## src/rtl/ecc_result_collector_if.sv

```systemverilog
// Bundle between the ECC lookup engine, the result collector and the result consumer.
// The slave side is the collector; the master side drives done/nibbles and out_ready.
interface ecc_result_collector_if #(
  parameter int NIBBLES = 8
);
  logic                   done;
  logic [3:0]             kPx;
  logic [3:0]             kPy;
  logic [4*NIBBLES-1:0]   out_x;
  logic [4*NIBBLES-1:0]   out_y;
  logic                   out_valid;
  logic                   out_ready;

  modport master (
    output done, kPx, kPy, out_ready,
    input  out_x, out_y, out_valid
  );

  modport slave (
    input  done, kPx, kPy, out_ready,
    output out_x, out_y, out_valid
  );
endinterface

```

## src/rtl/ecc_result_collector.sv

```systemverilog
// Assembles LSB-first x/y result nibbles from the ECC engine into full words and
// presents them through a single-entry valid/ready output register.
module ecc_result_collector #(
  parameter int NIBBLES = 8,
  parameter int LAT     = 1
) (
  input  logic                 clk,
  input  logic                 reset,
  ecc_result_collector_if.slave bus,
  output logic                 busy,
  output logic                 overflow,
  output logic                 protocol_err
);
  localparam int                W         = 4 * NIBBLES;
  localparam int                SLOT_W    = (NIBBLES > 1) ? $clog2(NIBBLES) : 1;
  localparam logic [SLOT_W-1:0] LAST_SLOT = SLOT_W'(NIBBLES - 1);
  localparam logic [2:0]        CNT_INIT  = (LAT > 0) ? 3'(LAT - 1) : 3'd0;

  typedef enum logic [1:0] {
    IDLE    = 2'd0,
    DELAY   = 2'd1,
    CAPTURE = 2'd2
  } state_t;

  state_t              state_q, state_d;
  logic [2:0]          cnt_q, cnt_d;
  logic [SLOT_W-1:0]   slot_q, slot_d;
  logic                complete_q, complete_d;
  logic [W-1:0]        shadow_x_q, shadow_x_d;
  logic [W-1:0]        shadow_y_q, shadow_y_d;
  logic [W-1:0]        out_x_q, out_x_d;
  logic [W-1:0]        out_y_q, out_y_d;
  logic                out_valid_q, out_valid_d;
  logic                busy_q, busy_d;
  logic                overflow_q, overflow_d;
  logic                protocol_err_q, protocol_err_d;
  logic                start_burst;

  always_comb begin
    state_d        = state_q;
    cnt_d          = cnt_q;
    slot_d         = slot_q;
    complete_d     = 1'b0;
    shadow_x_d     = shadow_x_q;
    shadow_y_d     = shadow_y_q;
    protocol_err_d = protocol_err_q;
    start_burst    = 1'b0;

    case (state_q)
      IDLE: begin
        start_burst = bus.done;
      end
      DELAY: begin
        protocol_err_d = protocol_err_q | bus.done;
        if (cnt_q == 3'd0) begin
          state_d = CAPTURE;
        end else begin
          cnt_d = cnt_q - 3'd1;
        end
      end
      CAPTURE: begin
        for (int i = 0; i < NIBBLES; i++) begin
          if (slot_q == SLOT_W'(i)) begin
            shadow_x_d[4*i +: 4] = bus.kPx;
            shadow_y_d[4*i +: 4] = bus.kPy;
          end
        end
        if (slot_q == LAST_SLOT) begin
          // A done arriving as the burst closes begins the next burst cleanly.
          complete_d  = 1'b1;
          slot_d      = '0;
          state_d     = IDLE;
          start_burst = bus.done;
        end else begin
          slot_d         = slot_q + 1'b1;
          protocol_err_d = protocol_err_q | bus.done;
        end
      end
      default: begin
        state_d = IDLE;
      end
    endcase

    if (start_burst) begin
      if (LAT == 0) begin
        state_d = CAPTURE;
      end else begin
        state_d = DELAY;
        cnt_d   = CNT_INIT;
      end
    end

    busy_d = (state_d != IDLE);
  end

  // Single-entry output slot: a completed word is dropped rather than overwriting an unconsumed one.
  always_comb begin
    out_x_d     = out_x_q;
    out_y_d     = out_y_q;
    out_valid_d = out_valid_q;
    overflow_d  = overflow_q;
    if (complete_q) begin
      if (!out_valid_q || bus.out_ready) begin
        out_x_d     = shadow_x_q;
        out_y_d     = shadow_y_q;
        out_valid_d = 1'b1;
      end else begin
        overflow_d = 1'b1;
      end
    end else if (out_valid_q && bus.out_ready) begin
      out_valid_d = 1'b0;
    end
  end

  always_ff @(posedge clk) begin
    if (reset) begin
      state_q        <= IDLE;
      cnt_q          <= 3'd0;
      slot_q         <= '0;
      complete_q     <= 1'b0;
      out_x_q        <= '0;
      out_y_q        <= '0;
      out_valid_q    <= 1'b0;
      busy_q         <= 1'b0;
      overflow_q     <= 1'b0;
      protocol_err_q <= 1'b0;
    end else begin
      state_q        <= state_d;
      cnt_q          <= cnt_d;
      slot_q         <= slot_d;
      complete_q     <= complete_d;
      out_x_q        <= out_x_d;
      out_y_q        <= out_y_d;
      out_valid_q    <= out_valid_d;
      busy_q         <= busy_d;
      overflow_q     <= overflow_d;
      protocol_err_q <= protocol_err_d;
    end
  end

  // Shadow contents only reach the outputs through complete_q, so they need no reset.
  always_ff @(posedge clk) begin
    shadow_x_q <= shadow_x_d;
    shadow_y_q <= shadow_y_d;
  end

  assign bus.out_x     = out_x_q;
  assign bus.out_y     = out_y_q;
  assign bus.out_valid = out_valid_q;
  assign busy          = busy_q;
  assign overflow      = overflow_q;
  assign protocol_err  = protocol_err_q;
endmodule
```

## src/flat_wrapper.sv

```systemverilog
// flat-port wrapper written by rule: the top's interface ports become plain ports
module ecc_result_collector_flat 
#(
  parameter int NIBBLES = 8,
  parameter int LAT     = 1
)
  (clk, reset, busy, overflow, protocol_err, bus_done, bus_kPx, bus_kPy, bus_out_ready, bus_out_x, bus_out_y, bus_out_valid);
  ecc_result_collector_if #(.NIBBLES(NIBBLES)) bus_i ();
  input  logic clk;
  input  logic reset;
  output logic busy;
  output logic overflow;
  output logic protocol_err;
  input wire logic [$bits(bus_i.done)-1:0] bus_done;
  input wire logic [$bits(bus_i.kPx)-1:0] bus_kPx;
  input wire logic [$bits(bus_i.kPy)-1:0] bus_kPy;
  input wire logic [$bits(bus_i.out_ready)-1:0] bus_out_ready;
  output wire logic [$bits(bus_i.out_x)-1:0] bus_out_x;
  output wire logic [$bits(bus_i.out_y)-1:0] bus_out_y;
  output wire logic [$bits(bus_i.out_valid)-1:0] bus_out_valid;
  assign bus_i.done = bus_done;
  assign bus_i.kPx = bus_kPx;
  assign bus_i.kPy = bus_kPy;
  assign bus_i.out_ready = bus_out_ready;
  assign bus_out_x = bus_i.out_x;
  assign bus_out_y = bus_i.out_y;
  assign bus_out_valid = bus_i.out_valid;
  ecc_result_collector #(.NIBBLES(NIBBLES), .LAT(LAT)) u_core (.clk(clk), .reset(reset), .bus(bus_i), .busy(busy), .overflow(overflow), .protocol_err(protocol_err));
endmodule
```

## config.mk

```make
export PLATFORM = sky130hd
export DESIGN_NAME = ecc_result_collector_flat
export DESIGN_NICKNAME = d
export VERILOG_FILES = /design/src/rtl/ecc_result_collector_if.sv /design/src/rtl/ecc_result_collector.sv /design/src/flat_wrapper.sv
export SDC_FILE = /design/constraint.sdc
export NUM_CORES = 1
export LEC_CHECK = 0
export ABC_AREA = 1
export CAP_MARGIN = 20
export CORE_ASPECT_RATIO = 0.7
export CORE_UTILIZATION = 48
export CTS_BUF_LIST = sky130_fd_sc_hd__clkbuf_16
export DETAILED_ROUTE_END_ITERATION = 10
export PLACE_DENSITY = 0.85
export SYNTH_ARGS = -nofsm -noshare
export SYNTH_HDL_FRONTEND = slang
export SYNTH_SLANG_ARGS = --single-unit
```

## constraint.sdc

```tcl
create_clock -name clk -period 1.67 [get_ports clk]
set_input_delay 0.334 -clock clk [delete_from_list [all_inputs] [get_ports clk]]
set_output_delay 0.334 -clock clk [all_outputs]
set_load 0.005 [all_outputs]
```

=== Word level (Yosys, flattened, before mapping) ===
Index checks and enable logic that the tools add are counted.

* Output and inout port bits: 68
* Bits in writable memories: 0
* Memory bits (read-only): 0
* Bits of input ports: 12
* Memories: 0
* Bits in latches: 0
* Word-level logic and storage cells: 80
* Bits in registers: 141

* Bitwise logic cells: 4
* Add/sub/neg operators: 2
* Reductions and logical operators: 24
* Multiply operators: 0
* Magnitude comparators: 0
* Shifts and indexed selects: 0
* Multiplexer cells: 13
* Divide/modulo/power cells: 0
* Equal/unequal tests: 11

{| class="wikitable"
|+ Operators with widths
! cell !! count
|-
| 2-bit AND reduction || 13
|-
| 3-bit equality test, second input constant || 4
|-
| 3-bit by 2-bit equality test with 1-bit output, second input constant || 2
|-
| 3-bit zero test || 2
|-
| 1-bit 2-to-1 mux || 6
|-
| 2-bit 2-to-1 mux || 3
|-
| 2-bit one-hot mux with 3 select lines || 1
|-
| 2-bit nonzero test || 3
|-
| 2-bit inequality test, second input constant || 2
|-
| 1-bit one-hot mux with 2 select lines || 2
|-
| 2-bit OR reduction || 2
|-
| 3-bit by 1-bit adder with 3-bit output, second input constant || 1
|-
| 3-bit by 1-bit equality test with 1-bit output, second input constant || 1
|-
| 3-bit 2-to-1 mux || 1
|-
| 1-bit inverter || 3
|-
| 3-bit by 1-bit subtractor with 3-bit output, second input constant || 1
|-
| 2-bit by 1-bit equality test with 1-bit output, second input constant || 1
|-
| 2-bit equality test, second input constant || 1
|-
| 2-bit zero test || 1
|-
| 1-bit logical AND || 1
|-
| 1-bit zero test || 1
|-
| 1-bit logical OR || 1
|-
| 1-bit bitwise OR || 1
|}

=== Depth between registers and ports, before layout ===
* Depth after elaboration: 5
* Gate-level depth with buffers: 8
* Depth with buffers taken out: 8

=== Least setup slack after synthesis ===
No wires, ideal clock.

* Kind: register -> register
* Start: reg u_core.state_q[1]
* End: reg u_core.shadow_x_q[0], enable pin
* Required time: 1287 ps
* Clock period less this slack: 1629 ps
* Arrival: 1246 ps
* Slack: 41 ps
* Cell stages (with the launch flop): 4
* Buffers on the path: 1
* Library setup time: 383 ps
* Cells stage by stage: dfxtp_1 > nand2_1 > buf_4 > nor3_1

* Word-level cells in the longest chain between the ends: 2

{| class="wikitable"
|+ Ends and longest elaborated chain
! what !! RTL line !! text
|-
| start: declaration || ecc_result_collector.sv:25 || <nowiki>state_t state_q, state_d;</nowiki>
|-
| start signal: assignment || ecc_result_collector.sv:128 || <nowiki>state_q <= state_d;</nowiki>
|-
| 2-bit equality test || ecc_result_collector.sv:49 || <nowiki>case (state_q)</nowiki>
|-
| 2-bit AND reduction (no line) || - ||
|-
| end signal: assignment || ecc_result_collector.sv:143 || <nowiki>shadow_x_q <= shadow_x_d;</nowiki>
|-
| end: declaration || ecc_result_collector.sv:29 || <nowiki>logic [W-1:0] shadow_x_q, shadow_x_d;</nowiki>
|}

No other way between the ends.
A chain may end at the register's enable or synchronous reset.

=== Final worst setup path ===
* Start: reg u_core.out_x_q[31] (netlist: u_core.bus.out_x[31])
* End: out bus_out_x[31]

{| class="wikitable"
|+ RTL lines
! what !! RTL line !! text
|-
| start: declaration || ecc_result_collector.sv:31 || <nowiki>logic [W-1:0] out_x_q, out_x_d;</nowiki>
|-
| start signal: assignment || ecc_result_collector.sv:132 || <nowiki>out_x_q <= out_x_d;</nowiki>
|-
| end: declaration || flat_wrapper.sv:18 || <nowiki>output wire logic [$bits(bus_i.out_x)-1:0] bus_out_x;</nowiki>
|}

No word-level cell between the ends.

==> metrics.cfg <==
[floorplan]
fp.dieH_um = 89.9
initial_core_util_pct = 50.2
coreArea_um2 = 10600
ios = 80
dieArea_um2 = 11500
die_w_um = 128
rows = 31

[worst_setup_path]
required_ns = 1.34
worstPathArrival_ns = 1.28
endpoint_kind = primary output
critPathBufInv = 1
critical_path.top_delay_family = buffers and inverters
start_kind = register
crit_type = reg2out
path_cells = clkdlybuf4s50_1
cp_slowest_cell = clkdlybuf4s50_1
max_stage_delay_ns = 0.51
worstPathMaxFanout = 2

[clock_network]
ctsLongestPathBuffers = 2
cts_inserted_buffers = 17
insertion_delay_ns = 0.41
htree_levels = 4
cts_hold_buf = 0
clock-root-buffer = clkbuf_16
cts.clk_slew.worst_paths_ns = 0.05
cts.sinks = 141
cts_tree = yes

[power_and_ir_drop]
power.static_leakage_nw = 2.44
pwr_density_cell_nw_per_um2 = 1170
peakVddDrop_uv = 751

[synth]
synth_edf_count = 64
yosysUniqueCellTypes = 20
async_flop_share_pct = 0
ys_warn_count = 0
synth_area_um2 = 5300
syn-num-nets = 459
ys_seq_elements = 141
synth-seq-area-share_pct = 65.4
synth.avg_cell_area_um2 = 12.1
syn-instance-count = 438
synth_top_flop_cell = dfxtp_1

[timing]
worstMarginPinSlew_ns = 0.470
slew_viol_final = 0
rsz0062_at_grt = no
tns_ns = 0
finalHoldViolCount = 0
finalCritPeriodShare_pct = 96.8
layout_setup_ws_ns = 0.0532
finalSetupViolCount = 0
hold_slack_ns = 0.462
final.min_clock_period_ns = 1.62
max_freq_mhz = 619
skew_ns = 0.00874
slew_headroom_pct = 68.6

[route]
firstDrtPassIters = 4
wl_per_cell_um = 15.1
vias = 3372
drt_iter0_markers = 169
drc_errors = 0
drt.antenna.violating_nets = 0
wl_mm = 10.6
vias_per_cell = 4.83

[grt]
use_met3_pct = 6.31
antenna_found_initial = 0
grtUsageMet1_pct = 25.6
grt.busiest_layer = met2
gr-total-overflow = 0
grt_pass1_vias = 3411
grt_first_pass_wirelength_mm = 17.2
use_met2_pct = 31.5
grtUsageTotal_pct = 19.9
grt_max_degree = 47

[placed_design]
dp_cells = 666
dp.final_hpwl_mm = 7.14
port_buffers = 79
gp_congestion = 0.775
placed_cell_area_um2 = 6300
post-place-ws_ns = 0.109

[layout]
layout-drive-gt1-share_pct = 33.5
nets = 558
areaGrowthSynthToFinish_pct = 31.9
fin_cells = 698
final_common_cell = clkdlybuf4s50_1
final_area_um2 = 6990
layout_common_cells = 79 x clkdlybuf4s50_1, 75 x dfxtp_1, 73 x nor2_1
antennaDiodeCount = 0

[job]
cap_viol_max_count = 0

[worst_hold_path]
holdCritPathClass = reg2reg

[run_status]
status = completed

metal layers:
metal  vias up  wire, µm
met1      1626      4850
met2        81      5170
met5         -         0
li1       1652         -
met3        13       461
met4         0        85
path summary, 6_finish.rpt:
path	cells after the start	startpoint	endpoint	slack, ns
worst max-delay path	1	u_core.bus.out_x[31]	bus_out_x[31]	0.05
worst min-delay path	2	u_core.protocol_err	u_core.protocol_err	0.46
worst max register to register	3	u_core.state_q[1]	u_core.shadow_x_q[1]	0.10
worst min register to register	2	u_core.protocol_err	u_core.protocol_err	0.46
timing repair:
item,in CTS,in global routing
setup buffers,0,0
gates cloned,0,0
gates resized for setup,1,3
setup endpoints to repair,1,7
sequential cells by signal, indices dropped and copies added (netlist names):
| name | cells |
|---|---|
| u_core.bus.out_valid | 1 |
| u_core.bus.out_x | 32 |
| u_core.bus.out_y | 32 |
| u_core.busy | 1 |
| u_core.cnt_q | 3 |
| u_core.complete_q | 1 |
| u_core.overflow | 1 |
| u_core.protocol_err | 1 |
| u_core.shadow_x_q | 32 |
| u_core.shadow_y_q | 32 |
| u_core.slot_q | 3 |
| u_core.state_q | 2 |
per-stage QoR:
step	util (%)	power [mW]
after floorplan	-	3.87
after global placement	59.7	3.98
after detailed placement	59.7	3.99
after CTS	66.1	8.21
after global routing	66.2	8.38
final	66.2	8.15
synth_stat cells (7+ instances only):
cell type / instances / area [µm²]
buf_12: 7 / 140
nor2_2: 60 / 375
dfxtp_1: 77 / 1540
a21oi_1: 8 / 40.0
nor2_1: 73 / 274
nor3_1: 7 / 35.0
o21ai_1: 7 / 35.0
o21ai_2: 60 / 526
buf_2: 13 / 65.1
inv_2: 8 / 30.0
nand2_1: 20 / 75.1
edfxtp_1: 64 / 1920
ha_1: 9 / 113
inv_1: 16 / 60.1
power by group:
| part | internal [mW] | total [mW] | switching [mW] |
|---|---|---|---|
| Sequential | 3.64 | 3.65 | 0.0188 |
| Clock | 2.86 | 4.23 | 1.37 |
| Combinational | 0.102 | 0.265 | 0.163 |
| Total | 6.60 | 8.15 | 1.55 |
tightest hold or removal path, stage by stage, from the launching register on:
cell     delay, ns
dfxtp_1       0.30
inv_1         0.05
a21oi_1       0.06
logic make-up (layout without fill, tap and decap cells):
logic type               after synthesis  count (layout)  synth area share (%)
XOR/XNOR                               1               1                 0.165
buffers and inverters                 46             158                  5.83
flip-flops                           141             141                  65.4
adder cells (fa/ha/maj)                9               9                  2.13
AO/OA/AOI/OAI                         76              76                  11.5
AND/OR/NAND/NOR                      165             165                  15.0
cell type report:
type                       count  area, µm²
clock buffer                  18        450
clock inverter                14        220
fill                         764       3560
inverter                      25       97.6
multi-input combinational    251       1540
sequential                   141       3470
tap                          148        185
timing repair buffer         101       1030
No activity file was read; power rests on OpenSTA's default activity.
